==> src/rtl/ctrl_sequencer_pkg.sv <==
// Shared definitions for the control sequencer:
// opcode mnemonics, FSM states and instruction field positions.
package ctrl_sequencer_pkg;

  typedef enum logic [3:0] {
    ADD = 4'd0,
    ADI = 4'd1,
    AND = 4'd2,
    OR0 = 4'd3,
    XOR = 4'd4,
    BNE = 4'd5,
    SLL = 4'd6,
    SRL = 4'd7,
    ZER = 4'd8,
    PAR = 4'd9,
    MOL = 4'd10,
    MOU = 4'd11,
    LDR = 4'd12,
    STR = 4'd13,
    NOP = 4'd14,
    HLT = 4'd15
  } op_mne;

  typedef enum logic [2:0] {
    IDLE,
    FETCH,
    EXEC,
    MEM,
    WB
  } seq_state_t;

  localparam int OPC_MSB = 8;
  localparam int OPC_LSB = 5;
  localparam int RS_MSB  = 4;
  localparam int RS_LSB  = 2;
  localparam int IMM_MSB = 1;
  localparam int IMM_LSB = 0;

endpackage

==> src/rtl/ctrl_sequencer_instr_decode.sv <==
// Combinational instruction decoder: IR to ALU controls,
// register indices and instruction class bits.
module instr_decode
  import ctrl_sequencer_pkg::*;
#(
  parameter int W = 8
) (
  input  logic [8:0]   ir,
  output op_mne        alu_op,
  output logic         imm_sel,
  output logic [W-1:0] imm,
  output logic [2:0]   reg_addr_b,
  output logic [2:0]   reg_wr_addr,
  output logic         is_alu,
  output logic         is_branch,
  output logic         is_load,
  output logic         is_store,
  output logic         is_halt
);

  op_mne      op;
  logic [2:0] rs;

  assign op  = op_mne'(ir[OPC_MSB:OPC_LSB]);
  assign rs  = ir[RS_MSB:RS_LSB];
  assign imm = {{(W-2){1'b0}}, ir[IMM_MSB:IMM_LSB]};

  always_comb begin
    alu_op      = ZER;
    imm_sel     = 1'b0;
    reg_addr_b  = rs;
    reg_wr_addr = 3'd0;
    is_alu      = 1'b0;
    is_branch   = 1'b0;
    is_load     = 1'b0;
    is_store    = 1'b0;
    is_halt     = 1'b0;
    unique case (op)
      ADI, SLL, SRL: begin
        alu_op  = op;
        imm_sel = 1'b1;
        is_alu  = 1'b1;
      end
      BNE: begin
        alu_op    = op;
        is_alu    = 1'b1;
        is_branch = 1'b1;
      end
      // MOL copies R0 into R[Rs]
      MOL: begin
        alu_op      = op;
        is_alu      = 1'b1;
        reg_addr_b  = 3'd0;
        reg_wr_addr = rs;
      end
      LDR: is_load  = 1'b1;
      STR: is_store = 1'b1;
      HLT: is_halt  = 1'b1;
      NOP: ;
      default: begin
        alu_op = op;
        is_alu = 1'b1;
      end
    endcase
  end

endmodule

==> src/rtl/ctrl_sequencer.sv <==
// Multi-cycle control sequencer: FSM, PC, IR and flag registers
// driving the ALU, register file and data memory.
module ctrl_sequencer
  import ctrl_sequencer_pkg::*;
#(
  parameter int W   = 8,
  parameter int Ops = 4
) (
  input  logic           Clk,
  input  logic           Reset_n,
  input  logic           Start,
  output logic [W-1:0]   InstAddr,
  input  logic [8:0]     Inst,
  output logic [Ops-1:0] AluOp,
  output logic [2:0]     RegAddrB,
  output logic           ImmSel,
  output logic [W-1:0]   Imm,
  input  logic           AluZero,
  input  logic           AluPar,
  input  logic [W-1:0]   BrTarget,
  output logic           RegWrEn,
  output logic [2:0]     RegWrAddr,
  output logic           WbSel,
  output logic           MemReq,
  output logic           MemWe,
  input  logic           MemAck,
  output logic           ZeroFlag,
  output logic           ParFlag,
  output logic           Done
);

  seq_state_t     state, nxt;
  logic [W-1:0]   pc;
  logic [8:0]     ir;

  op_mne          d_op;
  logic           d_imm_sel;
  logic           d_alu, d_branch, d_load, d_store, d_halt;
  logic           d_wr;
  logic           alu_phase;

  instr_decode #(.W(W)) u_dec (
    .ir          (ir),
    .alu_op      (d_op),
    .imm_sel     (d_imm_sel),
    .imm         (Imm),
    .reg_addr_b  (RegAddrB),
    .reg_wr_addr (RegWrAddr),
    .is_alu      (d_alu),
    .is_branch   (d_branch),
    .is_load     (d_load),
    .is_store    (d_store),
    .is_halt     (d_halt)
  );

  assign d_wr = d_alu & ~d_branch;

  always_ff @(posedge Clk or negedge Reset_n) begin
    if (!Reset_n) state <= IDLE;
    else          state <= nxt;
  end

  always_comb begin
    nxt = state;
    unique case (state)
      IDLE:  if (Start) nxt = FETCH;
      FETCH: nxt = EXEC;
      EXEC: begin
        unique case (1'b1)
          d_halt:            nxt = IDLE;
          d_load | d_store:  nxt = MEM;
          d_wr:              nxt = WB;
          default:           nxt = FETCH;
        endcase
      end
      MEM:   if (MemAck) nxt = d_load ? WB : FETCH;
      WB:    nxt = FETCH;
      default: nxt = IDLE;
    endcase
  end

  // PC advances once per instruction, on leaving EXEC
  always_ff @(posedge Clk or negedge Reset_n) begin
    if (!Reset_n) begin
      pc       <= '0;
      ir       <= '0;
      ZeroFlag <= 1'b0;
      ParFlag  <= 1'b0;
      Done     <= 1'b0;
    end else begin
      unique case (state)
        IDLE: begin
          if (Start) begin
            pc   <= '0;
            Done <= 1'b0;
          end
        end
        FETCH: ir <= Inst;
        EXEC: begin
          if (d_alu) begin
            ZeroFlag <= AluZero;
            ParFlag  <= AluPar;
          end
          if (d_halt)                    Done <= 1'b1;
          else if (d_branch && !AluZero) pc   <= BrTarget;
          else                           pc   <= pc + 1'b1;
        end
        default: ;
      endcase
    end
  end

  assign alu_phase = (state == EXEC) || (state == WB);

  assign InstAddr = pc;
  assign AluOp    = alu_phase ? Ops'(d_op) : Ops'(ZER);
  assign ImmSel   = alu_phase & d_imm_sel;
  assign RegWrEn  = (state == WB);
  assign WbSel    = (state == WB) & d_load;
  assign MemReq   = (state == MEM);
  assign MemWe    = (state == MEM) & d_store;

endmodule

==> config.mk <==
export PLATFORM = sky130hd
export DESIGN_NAME = ctrl_sequencer
export DESIGN_NICKNAME = d
export VERILOG_FILES = /design/src/rtl/ctrl_sequencer_pkg.sv /design/src/rtl/ctrl_sequencer_instr_decode.sv /design/src/rtl/ctrl_sequencer.sv
export SDC_FILE = /design/constraint.sdc
export NUM_CORES = 1
export LEC_CHECK = 0
export ABC_AREA = 1
export CORE_ASPECT_RATIO = 0.6
export CORE_MARGIN = 3
export CORE_UTILIZATION = 40
export DETAILED_ROUTE_END_ITERATION = 16
export PLACE_DENSITY = 0.75
export RECOVER_POWER = 25
export SETUP_SLACK_MARGIN = 0.2
export SLEW_MARGIN = 15
export SYNTH_ARGS = -nofsm -noshare
export SYNTH_HDL_FRONTEND = slang
export SYNTH_SLANG_ARGS = --single-unit
==> constraint.sdc <==
create_clock -name Clk -period 2.1 [get_ports Clk]
set_clock_uncertainty 0.15 [all_clocks]
set_input_delay 0.525 -clock Clk [delete_from_list [all_inputs] [get_ports Clk]]
set_output_delay 0.525 -clock Clk [all_outputs]
set_load 0.03 [all_outputs]
# == After elaboration in Yosys (flattened, before gate mapping) ==
# Index checks and enable logic that the tools add are counted.
# word_totals
regBits,23
inputBits,23
elab_cells,64
# classes
n_addsub,1
n_eq_ne,17
mux,22
n_bitwise,7
reduce_logical,11
# op_table
op,count
8-bit 2-to-1 mux,3
"4-bit equality test, second input constant",5
8-bit case mux with 2 select lines,1
3-bit 2-to-1 mux,5
3-bit case mux with 5 select lines,1
"4-bit by 3-bit equality test with 1-bit output, second input constant",3
3-bit case mux with 3 select lines,1
"8-bit by 1-bit adder with 8-bit output, second input constant",1
1-bit 2-to-1 mux,8
4-bit 2-to-1 mux,2
"3-bit by 2-bit equality test with 1-bit output, second input constant",2
"2-bit inequality test, second input constant",3
3-bit AND reduction,2
1-bit AND,4
"4-bit by 1-bit equality test with 1-bit output, second input constant",1
2-bit AND reduction,2
4-bit OR reduction,1
"3-bit by 1-bit equality test with 1-bit output, second input constant",1
"3-bit equality test, second input constant",1
3-bit zero test,1
3-bit OR reduction,1
"2-bit by 1-bit inequality test with 1-bit output, second input constant",1
1-bit inverter,2
1-bit case mux with 2 select lines,1
other kinds (5),5

# == Longest topological paths before layout ==
# depth
word_depth,6
ltp_mapped,8
ltp_nobuf,8

# == By module ==
# Synthesis repeated with hierarchy kept, for this count alone.
# unflattened
hier_cells,205
area_unflattened_um2,1542.7
# by_module_without_submodules
module,instances,cells_each,area_each_um2,seq_area_each_um2
ctrl_sequencer,1,165,1348.8,575.6
instr_decode,1,40,193.9,0.0

# == Least setup slack after synthesis ==
# Ideal clock, no wire load.
# synth_path
path_type,reg2out
from,register state[1]
to,output port MemWe
arrival_time_ps,1525
slack_ps,-100
path_stages_with_launch,5
path_cell_list,dfrtp_1 -> nand2_1 -> nor2_2 -> inv_2 -> nor3_1
# synth_between
elab_chain_len,2
# synth_rtl
item,line,rtl
from (decl),ctrl_sequencer.sv:32,"seq_state_t state, nxt;"
from (signal assigned),ctrl_sequencer.sv:60,else state <= nxt;
3-bit by 2-bit equality test with 1-bit output,-,
named net MemReq,ctrl_sequencer.sv:24,"output logic MemReq,"
1-bit AND,ctrl_sequencer.sv:121,assign MemWe = (state == MEM) & d_store;
to (decl),ctrl_sequencer.sv:25,"output logic MemWe,"
# The timed path passes the listed nets, and every way through them passes these cells.

# == Worst setup path in the final report ==
# layout_path
from,register state[2]
to,output port ImmSel
# layout_between
elab_chain_len,3
elab_cells_between_ends,4
cone_classes,eq/ne (2); bitwise (1); reduce/logical (1)
# layout_rtl
item,line,rtl
3-bit by 2-bit equality test with 1-bit output / 3-bit equality test (equally long branches),ctrl_sequencer.sv:113,assign alu_phase = (state == EXEC) || (state == WB);
1-bit logical OR (*),ctrl_sequencer.sv:113,
1-bit AND (*),ctrl_sequencer.sv:117,assign ImmSel = alu_phase & d_imm_sel;
to (decl),ctrl_sequencer.sv:16,"output logic ImmSel,"
# Mark *: on every way between the ends. The rest lies on a longest branch, timed or not.

==> flow_metrics.tcl <==
set metrics [dict create \
    grt_pass1_wl_um 6693 \
    seq_area_frac_synth_pct 40.07 \
    mostFrequentLayoutCell "nand2_1" \
    period_needed_ns 2.143 \
    crit_top_cell "nand2_2" \
    tritoncts "yes" \
    finalInstanceArea_sq_um 2328 \
    end_kind "output pin" \
    worstSetupEndpoint "ImmSel" \
    outcome "complete, but fails checks" \
    antenna_found_initial 0 \
    yosys-top-cells-area "dfrtp_1 40%, nand2_1 19%, inv_1 7.8%" \
    cp-start-kind "flip-flop" \
    portBuffers 50 \
    r2r-start "state[2]" \
    synth_warnings 0 \
    async_flop_share_pct 100.0 \
    grt_max_degree 24 \
    rows 16 \
    critPathKind "flip-flop to output pin" \
    ys_ff_latch 23 \
    max_freq_mhz 466.7 \
    clk_path_buf_depth 2 \
    syn_to_final_growth_pct 62.11 \
    dieArea_sq_um 4369 \
    initial_core_util_pct 42.96 \
    worstSetupStartpoint "state[2]" \
    cap_violations 0 \
    final_nets 317 \
    worstPathRequired_ns 1.42 \
    path_clk_slew_ns 0.08 \
    final_layout_size_suffix_gt1_share_pct 31.85 \
    drc_errors 0 \
    overflow 0 \
    place_inst 310 \
    final-hold-violation-count 0 \
    synth_ff_type "dfrtp_1" \
    cts_htree_levels 1 \
    vias 1604 \
    crit_arrival_ns 1.47 \
    max_stage_delay_ns 0.43 \
    ctsHoldBuffers 0 \
    slew-limit-headroom_pct 61.61 \
    ioPinCount 57 \
    fp.dieH_um 52.42 \
    tightestPinTransition_ns 0.5759 \
    cp_max_fo 3 \
    avgSynthCellArea_sq_um 6.650 \
    wl_um 4448 \
    core-area_sq_um 3343 \
    syn-instance-count 216 \
    synth_enable_flop_cells 0 \
    p_total_uw 3408 \
    rrSetupSlack_ns 0.07 \
    crit_slowest_cell "dfrtp_1" \
    r2r_end "InstAddr[6]" \
    globalRouteTotalUtil_pct 19.35 \
    tns_ns -0.1654 \
    finalSetupViolCount 9 \
    synth_area_sq_um 1436 \
    drt_iter0_markers 80 \
    hold_class "flip-flop to flip-flop" \
    clock_sinks 23 \
    synth_top_area_share_pct 40.07 \
    power.leakage_uw 0.001224 \
    r2r_cells 14 \
    grt_pass1_vias 1448 \
    yosysUniqueCellTypes 21 \
    mostFrequentLayoutCells "56 x nand2_1, 24 x inv_1, 22 x dfrtp_1, 22 x buf_4, 21 x clkdlybuf4s50_1" \
    grt_setup_unrepaired "true" \
    instances_no_fill 337 \
    ant_nets 0 \
    power.density_nw_per_um2 1464 \
    place_hpwl_um 2837 \
    violations "negative setup slack" \
    period_share_pct 102.0 \
    via_per_inst 4.760 \
    place_area_sq_um 1959 \
    worstPathCellList "nor2_2 > nand2_2 > nand2_2 > inv_2 > a211oi_2 > buf_4" \
    clock-root-buffer "clkbuf_8" \
    drtPass1Iterations 4 \
    fp.dieW_um 83.36 \
    clock_latency_ns 0.27 \
    ir_worst_vdd_uv 934.5 \
    gp_congestion 0.8322 \
    wl_per_cell_um 13.20 \
    setup_slack_ns -0.04275 \
    yosys.area.top_type "dfrtp_1" \
    slew_viol_final 0 \
    hold_slack_ns 0.3318 \
    diodes 0 \
    numCtsBuffers 3 \
]
cells by family after synthesis:
group                      synth area share [%]
and+or+nand+nor                           38.50
buffers and inverters                     14.90
adders and majority gates                0.8709
other                                    0.2611
DFF                                       40.07
AOI/OAI and AO/OA                         5.400
how the worst min path moves through the flow:
stage                  from       to  slack [ns]  cells past startpoint
global route          ir[0]    ir[0]        0.35                      2
global placement    ParFlag  ParFlag        0.32                      2
CTS                   ir[0]    ir[0]        0.34                      2
finish                ir[0]    ir[0]        0.33                      2
detailed placement  ParFlag  ParFlag        0.32                      2
floorplan           Reset_n     Done        0.08                      0
critical path, delay by kind of cell, from the launching register on:
kind / cells / cell delay (ns)
buffers and inverters: 2 / 0.26
flip-flops: 1 / 0.43
AND/OR/NAND/NOR: 3 / 0.35
AO/OA/AOI/OAI: 1 / 0.16
synthesized netlist by cell type, types with 4 or more instances:
cell,n
buf_4,8
dfrtp_1,23
inv_1,30
inv_2,4
nand2_1,71
nand3_1,18
nor2_1,29
nor3_1,4
o21ai_0,13
sequential cells by signal, indices dropped and copies added, names as in the netlist:
signal	cells
Done	1
ir	9
ZeroFlag	1
state	3
ParFlag	1
InstAddr	8
through the flow:
step | worst slack [ns] | utilization (%)
after floorplan | 0.01952 | -
after detailed placement | 0.001940 | 58.61
final | -0.04275 | 69.65
after global placement | 0.05313 | 58.61
after global routing | -0.1265 | 69.65
after CTS | 0.004610 | 63.51
cell type report:
cell class | count | area [sq um]
clock buffers | 4 | 45.04
inverters | 35 | 136.4
well taps | 45 | 56.30
repair buffers | 77 | 718.2
multi-input cells | 153 | 795.8
fillers | 263 | 1015
flip-flops and latches | 23 | 576.8
where the power goes:
group / switching (uW) / internal (uW) / total (uW)
clock: 142 / 136 / 278
sequential: 189 / 632 / 820
combinational: 1350 / 956 / 2310
metal layers:
layer	part of all wire [%]	wire, um	vias to the layer above	GRT usage, %
li1	-	-	795	-
met2	47	2072	68	30.59
met3	5.4	242	8	3.297
met1	46	2043	733	26.95
met4	2.0	89	0	6.793
met5	0	0	-	0
timing repair:
item                                    4_1_cts  5_1_grt
resized for setup                            51       57
buffers inserted                             16        7
gates cloned                                  0        0
pin swaps                                     4       12
endpoints found under the setup margin       28       26
Power figures use the tool's default switching activity.
